$ cat src/rtl/sdi_rx_align_if.sv
// sdi_rx_align_if: serial input and aligned-word outputs of the SDI receive aligner.
// master: stream source / consumer side; slave: the aligner itself.
interface sdi_rx_align_if #(
    parameter int LINE_W = 11
);
    logic              sdi_in;
    logic [9:0]        word_data;
    logic              word_valid;
    logic              locked;
    logic              trs_eav;
    logic              trs_sav;
    logic              v_sync;
    logic              field;
    logic              a_valid;
    logic [LINE_W-1:0] line_cnt;
    logic              align_err;

    modport master (
        output sdi_in,
        input  word_data, word_valid, locked, trs_eav, trs_sav,
        input  v_sync, field, a_valid, line_cnt, align_err
    );

    modport slave (
        input  sdi_in,
        output word_data, word_valid, locked, trs_eav, trs_sav,
        output v_sync, field, a_valid, line_cnt, align_err
    );
endinterface

$ cat src/rtl/sdi_rx_align.sv
// sdi_rx_align: SDI serial-to-word aligner.
// Finds TRS (3FF,000,000) in the serial stream, locks word alignment after
// LOCK_TRS same-phase TRS, emits aligned words, decodes XYZ (EAV/SAV, F, V),
// counts lines and flags ancillary data flags.
// Optional macro SDI_RX_XYZ_CHECK_EN: accept XYZ words only when their
// protection bits are consistent; otherwise any XYZ with bit9=1 is accepted.
module sdi_rx_align #(
    parameter int LOCK_TRS = 2,
    parameter int LINE_W   = 11
) (
    input  logic          clk,
    input  logic          rst,
    sdi_rx_align_if.slave bus
);

    if (LOCK_TRS < 1 || LOCK_TRS > 7) begin : g_bad_lock_trs
        $error("sdi_rx_align: LOCK_TRS must be in 1..7");
    end

    // Oldest word sits in the low bits because bits arrive LSB first.
    localparam logic [29:0] TRS_PAT = {10'h000, 10'h000, 10'h3FF};
    localparam logic [29:0] ADF_PAT = {10'h3FF, 10'h3FF, 10'h000};
    localparam logic [2:0]  LOCK_N  = 3'(LOCK_TRS);

    typedef enum logic [1:0] {
        SEARCH,
        VERIFY,
        LOCKED
    } state_t;

    state_t            r_state;
    logic [29:0]       r_hist;
    logic [3:0]        r_phase;
    logic [2:0]        r_match;
    logic [2:0]        r_miss;
    logic              r_xyz_next;
    logic              r_locked;
    logic [9:0]        r_word_data;
    logic              r_word_valid;
    logic              r_trs_eav;
    logic              r_trs_sav;
    logic              r_v_sync;
    logic              r_field;
    logic              r_a_valid;
    logic [LINE_W-1:0] r_line_cnt;
    logic              r_align_err;

    logic [29:0]       w_hist;
    logic [9:0]        w_word;
    logic              w_trs;
    logic              w_adf;
    logic              w_bound;
    logic [3:0]        w_phase_inc;
    logic [2:0]        w_match_inc;
    logic [2:0]        w_miss_inc;
    logic              w_xyz_ok;
    logic              w_f;
    logic              w_v;
    logic              w_h;

    // History including the bit being sampled this cycle, so detection
    // happens on the same edge as the last bit of a pattern.
    assign w_hist      = {bus.sdi_in, r_hist[29:1]};
    assign w_word      = w_hist[29:20];
    assign w_trs       = (w_hist == TRS_PAT);
    assign w_adf       = (w_hist == ADF_PAT);
    assign w_bound     = (r_phase == 4'd9);
    assign w_phase_inc = w_bound ? 4'd0 : r_phase + 4'd1;
    assign w_match_inc = r_match + 3'd1;
    assign w_miss_inc  = r_miss + 3'd1;
    assign w_f         = w_word[8];
    assign w_v         = w_word[7];
    assign w_h         = w_word[6];

`ifdef SDI_RX_XYZ_CHECK_EN
    assign w_xyz_ok = w_word[9]
                   && (w_word[5:2] == {w_v ^ w_h, w_f ^ w_h, w_f ^ w_v, w_f ^ w_v ^ w_h})
                   && (w_word[1:0] == 2'b00);
`else
    assign w_xyz_ok = w_word[9];
`endif

    // Alignment FSM, word output, XYZ decode and line counting.
    always_ff @(posedge clk) begin
        if (rst) begin
            r_state      <= SEARCH;
            r_hist       <= '0;
            r_phase      <= '0;
            r_match      <= '0;
            r_miss       <= '0;
            r_xyz_next   <= 1'b0;
            r_locked     <= 1'b0;
            r_word_data  <= '0;
            r_word_valid <= 1'b0;
            r_trs_eav    <= 1'b0;
            r_trs_sav    <= 1'b0;
            r_v_sync     <= 1'b0;
            r_field      <= 1'b0;
            r_a_valid    <= 1'b0;
            r_line_cnt   <= '0;
            r_align_err  <= 1'b0;
        end else begin
            r_hist       <= w_hist;
            r_phase      <= w_phase_inc;
            r_word_valid <= 1'b0;
            r_trs_eav    <= 1'b0;
            r_trs_sav    <= 1'b0;
            r_a_valid    <= 1'b0;
            r_align_err  <= 1'b0;
            // The XYZ flag covers exactly one word after an aligned TRS.
            if (w_bound) begin
                r_xyz_next <= 1'b0;
            end

            unique case (r_state)
                SEARCH: begin
                    if (w_trs) begin
                        r_phase    <= 4'd0;
                        r_xyz_next <= 1'b1;
                        r_miss     <= '0;
                        r_match    <= 3'd1;
                        if (LOCK_N == 3'd1) begin
                            r_state  <= LOCKED;
                            r_locked <= 1'b1;
                        end else begin
                            r_state <= VERIFY;
                        end
                    end
                end

                VERIFY: begin
                    if (w_trs) begin
                        r_xyz_next <= 1'b1;
                        if (w_bound) begin
                            r_match <= w_match_inc;
                            if (w_match_inc == LOCK_N) begin
                                r_state  <= LOCKED;
                                r_locked <= 1'b1;
                                r_miss   <= '0;
                            end
                        end else begin
                            r_phase <= 4'd0;
                            r_match <= 3'd1;
                        end
                    end
                end

                LOCKED: begin
                    if (w_bound) begin
                        r_word_valid <= 1'b1;
                        r_word_data  <= w_word;
                        r_a_valid    <= w_adf;
                        if (r_xyz_next && w_xyz_ok) begin
                            r_v_sync <= w_v;
                            r_field  <= w_f;
                            if (w_h) begin
                                r_trs_eav <= 1'b1;
                                if (w_f != r_field) begin
                                    r_line_cnt <= '0;
                                end else if (r_line_cnt != '1) begin
                                    r_line_cnt <= r_line_cnt + 1'b1;
                                end
                            end else begin
                                r_trs_sav <= 1'b1;
                            end
                        end
                    end
                    if (w_trs) begin
                        if (w_bound) begin
                            r_miss     <= '0;
                            r_xyz_next <= 1'b1;
                        end else if (w_miss_inc == LOCK_N) begin
                            // Realign on the new phase; that TRS counts as the first match.
                            r_align_err <= 1'b1;
                            r_phase     <= 4'd0;
                            r_xyz_next  <= 1'b1;
                            r_miss      <= '0;
                            r_match     <= 3'd1;
                            if (LOCK_N == 3'd1) begin
                                r_state  <= LOCKED;
                                r_locked <= 1'b1;
                            end else begin
                                r_state  <= VERIFY;
                                r_locked <= 1'b0;
                            end
                        end else begin
                            r_miss <= w_miss_inc;
                        end
                    end
                end

                default: begin
                    r_state  <= SEARCH;
                    r_locked <= 1'b0;
                end
            endcase
        end
    end

    assign bus.word_data  = r_word_data;
    assign bus.word_valid = r_word_valid;
    assign bus.locked     = r_locked;
    assign bus.trs_eav    = r_trs_eav;
    assign bus.trs_sav    = r_trs_sav;
    assign bus.v_sync     = r_v_sync;
    assign bus.field      = r_field;
    assign bus.a_valid    = r_a_valid;
    assign bus.line_cnt   = r_line_cnt;
    assign bus.align_err  = r_align_err;

endmodule

$ cat src/flat_wrapper.sv
// flat-port wrapper written by rule: the top's interface ports become plain ports
module sdi_rx_align_flat 
#(
    parameter int LOCK_TRS = 2,
    parameter int LINE_W   = 11
)
  (clk, rst, bus_sdi_in, bus_word_data, bus_word_valid, bus_locked, bus_trs_eav, bus_trs_sav, bus_v_sync, bus_field, bus_a_valid, bus_line_cnt, bus_align_err);
  sdi_rx_align_if #(.LINE_W(LINE_W)) bus_i ();
  input  logic clk;
  input  logic rst;
  input wire logic [$bits(bus_i.sdi_in)-1:0] bus_sdi_in;
  output wire logic [$bits(bus_i.word_data)-1:0] bus_word_data;
  output wire logic [$bits(bus_i.word_valid)-1:0] bus_word_valid;
  output wire logic [$bits(bus_i.locked)-1:0] bus_locked;
  output wire logic [$bits(bus_i.trs_eav)-1:0] bus_trs_eav;
  output wire logic [$bits(bus_i.trs_sav)-1:0] bus_trs_sav;
  output wire logic [$bits(bus_i.v_sync)-1:0] bus_v_sync;
  output wire logic [$bits(bus_i.field)-1:0] bus_field;
  output wire logic [$bits(bus_i.a_valid)-1:0] bus_a_valid;
  output wire logic [$bits(bus_i.line_cnt)-1:0] bus_line_cnt;
  output wire logic [$bits(bus_i.align_err)-1:0] bus_align_err;
  assign bus_i.sdi_in = bus_sdi_in;
  assign bus_word_data = bus_i.word_data;
  assign bus_word_valid = bus_i.word_valid;
  assign bus_locked = bus_i.locked;
  assign bus_trs_eav = bus_i.trs_eav;
  assign bus_trs_sav = bus_i.trs_sav;
  assign bus_v_sync = bus_i.v_sync;
  assign bus_field = bus_i.field;
  assign bus_a_valid = bus_i.a_valid;
  assign bus_line_cnt = bus_i.line_cnt;
  assign bus_align_err = bus_i.align_err;
  sdi_rx_align #(.LOCK_TRS(LOCK_TRS), .LINE_W(LINE_W)) u_core (.clk(clk), .rst(rst), .bus(bus_i));
endmodule
$ cat config.mk
export PLATFORM = sky130hd
export DESIGN_NAME = sdi_rx_align_flat
export DESIGN_NICKNAME = d
export VERILOG_FILES = /design/src/rtl/sdi_rx_align_if.sv /design/src/rtl/sdi_rx_align.sv /design/src/flat_wrapper.sv
export SDC_FILE = /design/constraint.sdc
export NUM_CORES = 1
export LEC_CHECK = 0
export CAP_MARGIN = 20
export CORE_MARGIN = 1
export CORE_UTILIZATION = 55
export DETAILED_ROUTE_END_ITERATION = 10
export PLACE_DENSITY_LB_ADDON = 0.05
export RECOVER_POWER = 50
export SLEW_MARGIN = 20
export SYNTH_ARGS = -nofsm -noshare
export SYNTH_HDL_FRONTEND = slang
export SYNTH_SLANG_ARGS = --single-unit
$ cat constraint.sdc
create_clock -name clk -period 2.3 [get_ports clk]
set_clock_uncertainty 0.2 [all_clocks]
set_input_delay 0.46 -clock clk [delete_from_list [all_inputs] [get_ports clk]]
set_output_delay 0.46 -clock clk [all_outputs]
set_load 0.03 [all_outputs]
==> impl_results.md, run 1 <==
* Flop pwr share at 55.5%
* CTS Root Cell: clkbuf_8
* Post-synthesis cell type count at 47
* CP Capture Type: flip-flop
* # diodes at 0
* Die width at 74.65 microns
* Mapped cell area at 2903 sq um
* NetSw at 493.9 uW
* Delay of the slowest cell on the worst path at 480 ps
* Total GRT Usage at 21.02%
* Comb power frac at 2.0%
* Status: completed
* EDFF count, synth at 0
* Max-cap violations at 0
* Clock power frac at 42.6%
* Post-CTS sizing at 0
* Switching share of power at 21.99%
* Area share of the largest cell type after synthesis at 48.97%
* Via-to-Cell Ratio at 5.344
* Synth Flop Type: dfxtp_1
* CTS Buf Count at 9
* Net count, final at 342
* FFs w/ async S/R, synth at 0%
* Die area at 5573 sq um
* Unrepaired setup endpoints after global routing: false
* Total wire length at 5425 microns
* Post-Synthesis Cells at 294
* Slew Limit Headroom at 14.14%
* Worst Path Arrival at 2220 ps
* 1st-iter DRT viols at 99
* HPWL after DPL at 3765 microns
* Period Utilization, post-route at 94.94%
* Clock Pin Slew Worst Setup and Hold Paths at 80 ps
* Worst-margin pin slew at 1288 ps
* Critical-path cell list: clkdlybuf4s50_1 > nor4_4 > nand4_4 > a211oi_4 > o21ai_1 > a32o_1
* Worst-path maximum fanout at 4
* Post-synth top area cell: dfxtp_1
* Post-synthesis register bit count at 71
* CTS tree: yes
* Cell Int Power at 1752 uW
* Post-route minimum period at 2184 ps
* Hold-fix buffers, CTS at 0
* Final Non-Filler Cells at 407
* Syn nets at 304
* Worst-case clock buffer depth at 2
* H-tree depth at 3
* Post-CTS Setup Inserts at 0
* First-pass GRT wire length at 8769 microns
* Final hold vios at 0
* Sink Count at 71
* I/O pin cnt at 32
* Seq/Total Area, Yosys at 48.97%
* Filler Cell Count at 445
* Share of post-route cells with drive strength above 1 at 8.605%
* Synth Warn # at 0
* Placed Cells at 391
* GRT Residual Overflow at 0
* Layout Area Growth over Synthesis at 19.66%
* Initial antenna violation count at 0
* Req. time, crit path at 2330 ps
* Top cells by area, synth: dfxtp_1 49%, nor2b_1 7.3%, nand2_1 3.9%, ha_1 3.0%, a21oi_1 2.8%
* DRC Markers at 0
* Std-Cell Rows at 26
* Clk Latency, worst-skew pair at 340 ps
* Wire per inst at 13.33 microns
* Worst hold path type: reg -> reg
* Initial core utilization at 56.83%
* # port buffers at 31
* Post-synth top cells: 71 x dfxtp_1, 34 x nor2b_1, 30 x nand2_1
* Core ar. at 5107 sq um
* Vias in the first global route at 1910
* PD cells at 646.7 nW/um^2
* Final Slew Violations at 0
* Critical Path Source Type: input port
* Most frequent cell after synthesis: dfxtp_1
* Vias at 2175
* Fmax at 458.0 MHz
* First-pass DRT Iterations at 5
* Worst-case vdd ir drop at 414.4 uV
* Largest net degree at the start of global routing at 33
* Die height at 74.65 microns
* Syn_area_per_cell at 9.873 sq um
* Final Util at 68.01%
* WS Path Type: in -> reg
* Routed Antenna Nets at 0
* Slowest CP cell: clkdlybuf4s50_1
* # setup viols final at 0
* GPL Wtd Cong at 0.7749
* LEAKAGE at 0.001244 uW
==> state kept, by name, summed over array words and instances, names as in the netlist, 2 cells and up <==
signal and cells:
u_core.r_match 3, u_core.bus.line_cnt 11, u_core.r_hist 29, u_core.r_miss 3, u_core.r_phase 4, u_core.r_state 2
u_core.bus.word_data 10
==> placed cells by master (no fill, tap or decap), types with 7 or more instances in the layout <==
| cell | count |
|---|---|
| xnor2_1 | 8 |
| nor2_1 | 21 |
| clkdlybuf4s50_1 | 30 |
| clkbuf_8 | 9 |
| dfxtp_1 | 71 |
| nor2b_1 | 34 |
| ha_1 | 7 |
| a21oi_1 | 16 |
| nand2_1 | 30 |
==> routing by layer <==
metal	GRT usage, %	vias to the layer above	part of all wire (%)
li1	-	1104	-
met1	28.34	997	49
met2	31.33	63	44
met3	5.756	11	5.3
met4	9.853	0	1.7
met5	0	-	0
==> worst max-delay path: cells and delay by family <==
| kind | cells | cell delay (ps) |
|---|---|---|
| AOI/OAI and AO/OA | 3 | 750 |
| buffers and inverters | 1 | 480 |
| and+or+nand+nor | 2 | 520 |
==> kinds of logic (layout without fill, tap and decap cells) <==
logic type | Yosys count | after routing | synth area share [%]
compound gates | 39 | 39 | 10.00
xor+xnor | 14 | 14 | 4.224
fa+ha+maj | 7 | 7 | 3.017
buf+inv | 18 | 61 | 2.672
flops | 71 | 71 | 48.97
mux | 6 | 6 | 2.069
simple gates | 139 | 139 | 29.05
==> per-stage QoR <==
| stage | total power (uW) | setup slack, ps | hold WS [ps] | TNS, ps | area [sq um] |
|---|---|---|---|---|---|
| after floorplan | 1306 | 411.5 | 240.2 | 0 | 2903 |
| after global placement | 1319 | -162.0 | 242.8 | -1025 | 3301 |
| after detailed placement | 1320 | -189.8 | 247.5 | -1262 | 3301 |
| after CTS | 2271 | 89.34 | 158.9 | 0 | 3491 |
| after global routing | 2326 | 21.98 | 259.9 | 0 | 3473 |
| final | 2246 | 116.4 | 255.3 | 0 | 3473 |
==> area by class of cell <==
class	count	area, sq um	share of cell area (%)
multi-input combinational	205	1399	40.27
tap	70	87.58	2.522
clock inverter	5	58.81	1.693
sequential	71	1421	40.92
inverter	6	22.52	0.6484
clock buffer	11	131.4	3.782
timing repair buffer	39	352.8	10.16
==> power groups by stage <==
stage | Sequential [uW] | Clock, uW | Combinational, uW
3_3_place_gp | 1270 | 0 | 45.2
5_1_grt | 1250 | 1030 | 49.7
3_5_place_dp | 1270 | 0 | 45.8
2_1_floorplan | 1270 | 0 | 35.4
6_report | 1250 | 956 | 44.4
4_1_cts | 1250 | 979 | 46.5
==> final timing paths <==
path                             endpoint  slack [ps]               startpoint  cells past startpoint
hold / removal    u_core.bus.word_data[3]         260  u_core.bus.word_data[3]                      2
setup reg to reg         u_core.r_miss[2]         150        u_core.r_phase[0]                      6
hold reg to reg   u_core.bus.word_data[3]         260  u_core.bus.word_data[3]                      2
setup / recovery         u_core.r_miss[2]         120               bus_sdi_in                      6
(Power assumes the default switching activity.)
==> run 2, diff against run 1 <==
--- a/constraint.sdc
+++ b/constraint.sdc
@@ -4,2 +4,2 @@
 set_output_delay 0.46 -clock clk [all_outputs]
-set_load 0.03 [all_outputs]
+set_load 0.005 [all_outputs]
==> run 2 against run 1 <==
Effect of this change: first-iteration DRC count decreased by 16%; total power decreased by 0.19%; largest cell class unchanged; cell area increased by 0.18%; register-to-register slack about the same.
==> impl_results.md, run 2 (synthesis gave the netlist of run 1 again) <==
* Status: completed (unchanged)
* WS Path Type: in -> reg (unchanged)
* Switching share of power at 21.83% (was 21.99%)
* Wire per inst at 13.31 microns (was 13.33 microns)
* Critical Path Source Type: input port (unchanged)
* LEAKAGE at 0.001272 uW (was 0.001244 uW)
* Initial core utilization at 56.83% (unchanged)
* Worst setup path end: u_core.r_miss[2] (unchanged)
* Total wire length at 5418 microns (was 5425 microns)
* Die area at 5573 sq um (unchanged)
* Final hold vios at 0 (unchanged)
* Period Utilization, post-route at 94.92% (was 94.94%)
* Worst hold path depth at 2 (unchanged)
* Commonest non-fill, non-tap cell in the layout: dfxtp_1 (unchanged)
* Critical Path Source: bus_sdi_in (unchanged)
* Final Util at 68.13% (was 68.01%)
* # diodes at 0 (unchanged)
* Core ar. at 5107 sq um (unchanged)
* Clock power frac at 42.5% (was 42.6%)
* Initial antenna violation count at 0 (unchanged)
* Met1 usage at 28.34% (unchanged)
* Final Slew Violations at 0 (unchanged)
* Vias in the first global route at 1910 (unchanged)
* Comb power frac at 2.0% (about the same)
* Post-route minimum period at 2183 ps (was 2184 ps)
* Delay of the slowest cell on the worst path at 480 ps (about the same)
* Placed Cells at 391 (unchanged)
* Net count, final at 342 (unchanged)
* Sink Count at 71 (unchanged)
* Worst-case vdd ir drop at 415.1 uV (was 414.4 uV)
* Worst-margin pin slew at 1309 ps (was 1288 ps)
* Top delay family on crit path: compound AO/OA/AOI/OAI gates (unchanged)
* 1st-iter DRT viols at 83 (was 99)
* Reg-to-Reg Start: u_core.r_phase[0] (unchanged)
* Slowest CP cell: clkdlybuf4s50_1 (unchanged)
* GR peak layer: met2 (unchanged)
* Die width at 74.65 microns (unchanged)
* Register Area at 1421 sq um (unchanged)
* Clock Pin Slew Worst Setup and Hold Paths at 80 ps (about the same)
* Reg2reg end: u_core.r_miss[2] (unchanged)
* Unrepaired setup endpoints after global routing: false (unchanged)
* Critical-path cell list: clkdlybuf4s50_1 > nor4_4 > nand4_4 > a211oi_4 > o21ai_1 > a32o_1 (unchanged)
* First-pass DRT Iterations at 4 (was 5)
* DRC Markers at 0 (unchanged)
* GRT Residual Overflow at 0 (unchanged)
* CTS Buf Count at 9 (unchanged)
* Layout Area Growth over Synthesis at 19.87% (was 19.66%)
* Cell Int Power at 1753 uW (was 1752 uW)
* Worst reg-to-reg setup slack at 140 ps (was 150 ps)
* Slew Limit Headroom at 12.73% (was 14.14%)
* PD cells at 644.4 nW/um^2 (was 646.7 nW/um^2)
* Std-Cell Rows at 26 (unchanged)
* CTS tree: yes (unchanged)
* HPWL after DPL at 3765 microns (unchanged)
* First-pass GRT wire length at 8769 microns (unchanged)
* Largest net degree at the start of global routing at 33 (unchanged)
* Post-CTS Setup Inserts at 0 (unchanged)
* CP Capture Type: flip-flop (unchanged)
* Worst-path maximum fanout at 4 (unchanged)
* Worst-case clock buffer depth at 2 (unchanged)
* Vias at 2170 (was 2175)
* Clk Latency, worst-skew pair at 340 ps (about the same)
* Max-cap violations at 0 (unchanged)
* Die height at 74.65 microns (unchanged)
* Worst Path Arrival at 2210 ps (was 2220 ps)
* Fin Setup TNS at 0 ps (unchanged)
* Fmax at 458.0 MHz (about the same)
* Max FFs per register at 29 (unchanged)
* CTS Root Cell: clkbuf_8 (unchanged)
* Top register by number of flip-flops: u_core.r_hist (unchanged)
* Req. time, crit path at 2330 ps (about the same)
* Via-to-Cell Ratio at 5.332 (was 5.344)
* Multi-input gate area at 1405 sq um (was 1399 sq um)
* Filler Cell Count at 443 (was 445)
* Flop pwr share at 55.6% (was 55.5%)
* Most frequent cells in the layout: 71 x dfxtp_1, 34 x nor2b_1, 30 x nand2_1, 25 x clkdlybuf4s50_1, 21 x nor2_1 (was 71 x dfxtp_1, 34 x nor2b_1, 30 x nand2_1, 30 x clkdlybuf4s50_1, 21 x nor2_1)
* GPL Wtd Cong at 0.7749 (unchanged)
* Share of post-route cells with drive strength above 1 at 8.902% (was 8.605%)
* # port buffers at 31 (unchanged)
* H-tree depth at 3 (unchanged)
* Reg2Reg Depth at 6 (unchanged)
* CP Depth at 6 (unchanged)
* Final Non-Filler Cells at 407 (unchanged)
* I/O pin cnt at 32 (unchanged)
* Routed Antenna Nets at 0 (unchanged)
* NetSw at 489.5 uW (was 493.9 uW)
* Grt met3 use at 5.756% (unchanged)
* Total GRT Usage at 21.02% (unchanged)
* Power Total at 2242 uW (was 2246 uW)
* WP buf/inv at 1 (unchanged)
* Met2 Track Usage GR at 31.33% (unchanged)
* # setup viols final at 0 (unchanged)
* Worst hold path type: reg -> reg (unchanged)
run 2: changes by cell type in the layout (fill, tap and decap cells not counted):
cell / delta
clkdlybuf4s50_1: -5
dlygate4sd3_1: +5
nand4_1: -1
nand4_2: +1
run 2: timing repair:
| item | in CTS | in global routing |
|---|---|---|
| hold buffers | 0 | 0 |
| endpoints found under the setup margin | 0 | 2 |
| endpoints found under the hold margin | 0 | 0 |
| resized for setup | 0 | 1 |
run 2: tightest hold or removal path: cells and delay by family, from the launching register on:
family	cells	cell delay, ps
AOI/OAI and AO/OA	1	50
and+or+nand+nor	1	50
DFF	1	310
run 2: worst min path at each step:
stage                            startpoint                 endpoint  slack (ps)
floorplan                 u_core.r_phase[0]        u_core.r_phase[0]         240
global placement    u_core.bus.word_data[6]  u_core.bus.word_data[6]         240
detailed placement  u_core.bus.word_data[1]  u_core.bus.word_data[1]         250
CTS                                     rst        u_core.r_xyz_next         160
global route                            rst        u_core.r_xyz_next         260
finish              u_core.bus.word_data[3]  u_core.bus.word_data[3]         260
run 2: area by class of cell:
cell class	instances	share of cell area, %
Sequential cell	71	40.85
Multi-Input combinational cell	205	40.38
Timing Repair Buffer	39	10.14
Clock buffer	11	3.776
Tap cell	70	2.517
Clock inverter	5	1.690
Inverter	6	0.6472
run 2: layer usage:
metal	wire length [microns]	vias up	share of wire, %
li1	-	1103	-
met1	2659	1005	49
met2	2428	54	45
met3	258	8	4.8
met4	72	0	1.3
met5	0	-	0
run 2: metrics by stage:
step | area, sq um | worst slack [ps] | hold WS (ps)
finish | 3480 | 116.8 | 255.3
global route | 3480 | 12.25 | 259.9
CTS | 3491 | 89.34 | 158.9
detailed placement | 3301 | -189.8 | 247.5
global placement | 3301 | -162.0 | 242.8
floorplan | 2903 | 411.5 | 240.2
run 2: power by group through the flow:
stage	Clock (uW)	Sequential, uW	Combinational, uW
5_1_grt	1030	1250	49.7
6_report	952	1250	44.4
4_1_cts	979	1250	46.5
2_1_floorplan	0	1270	35.4
3_3_place_gp	0	1270	45.2
3_5_place_dp	0	1270	45.8
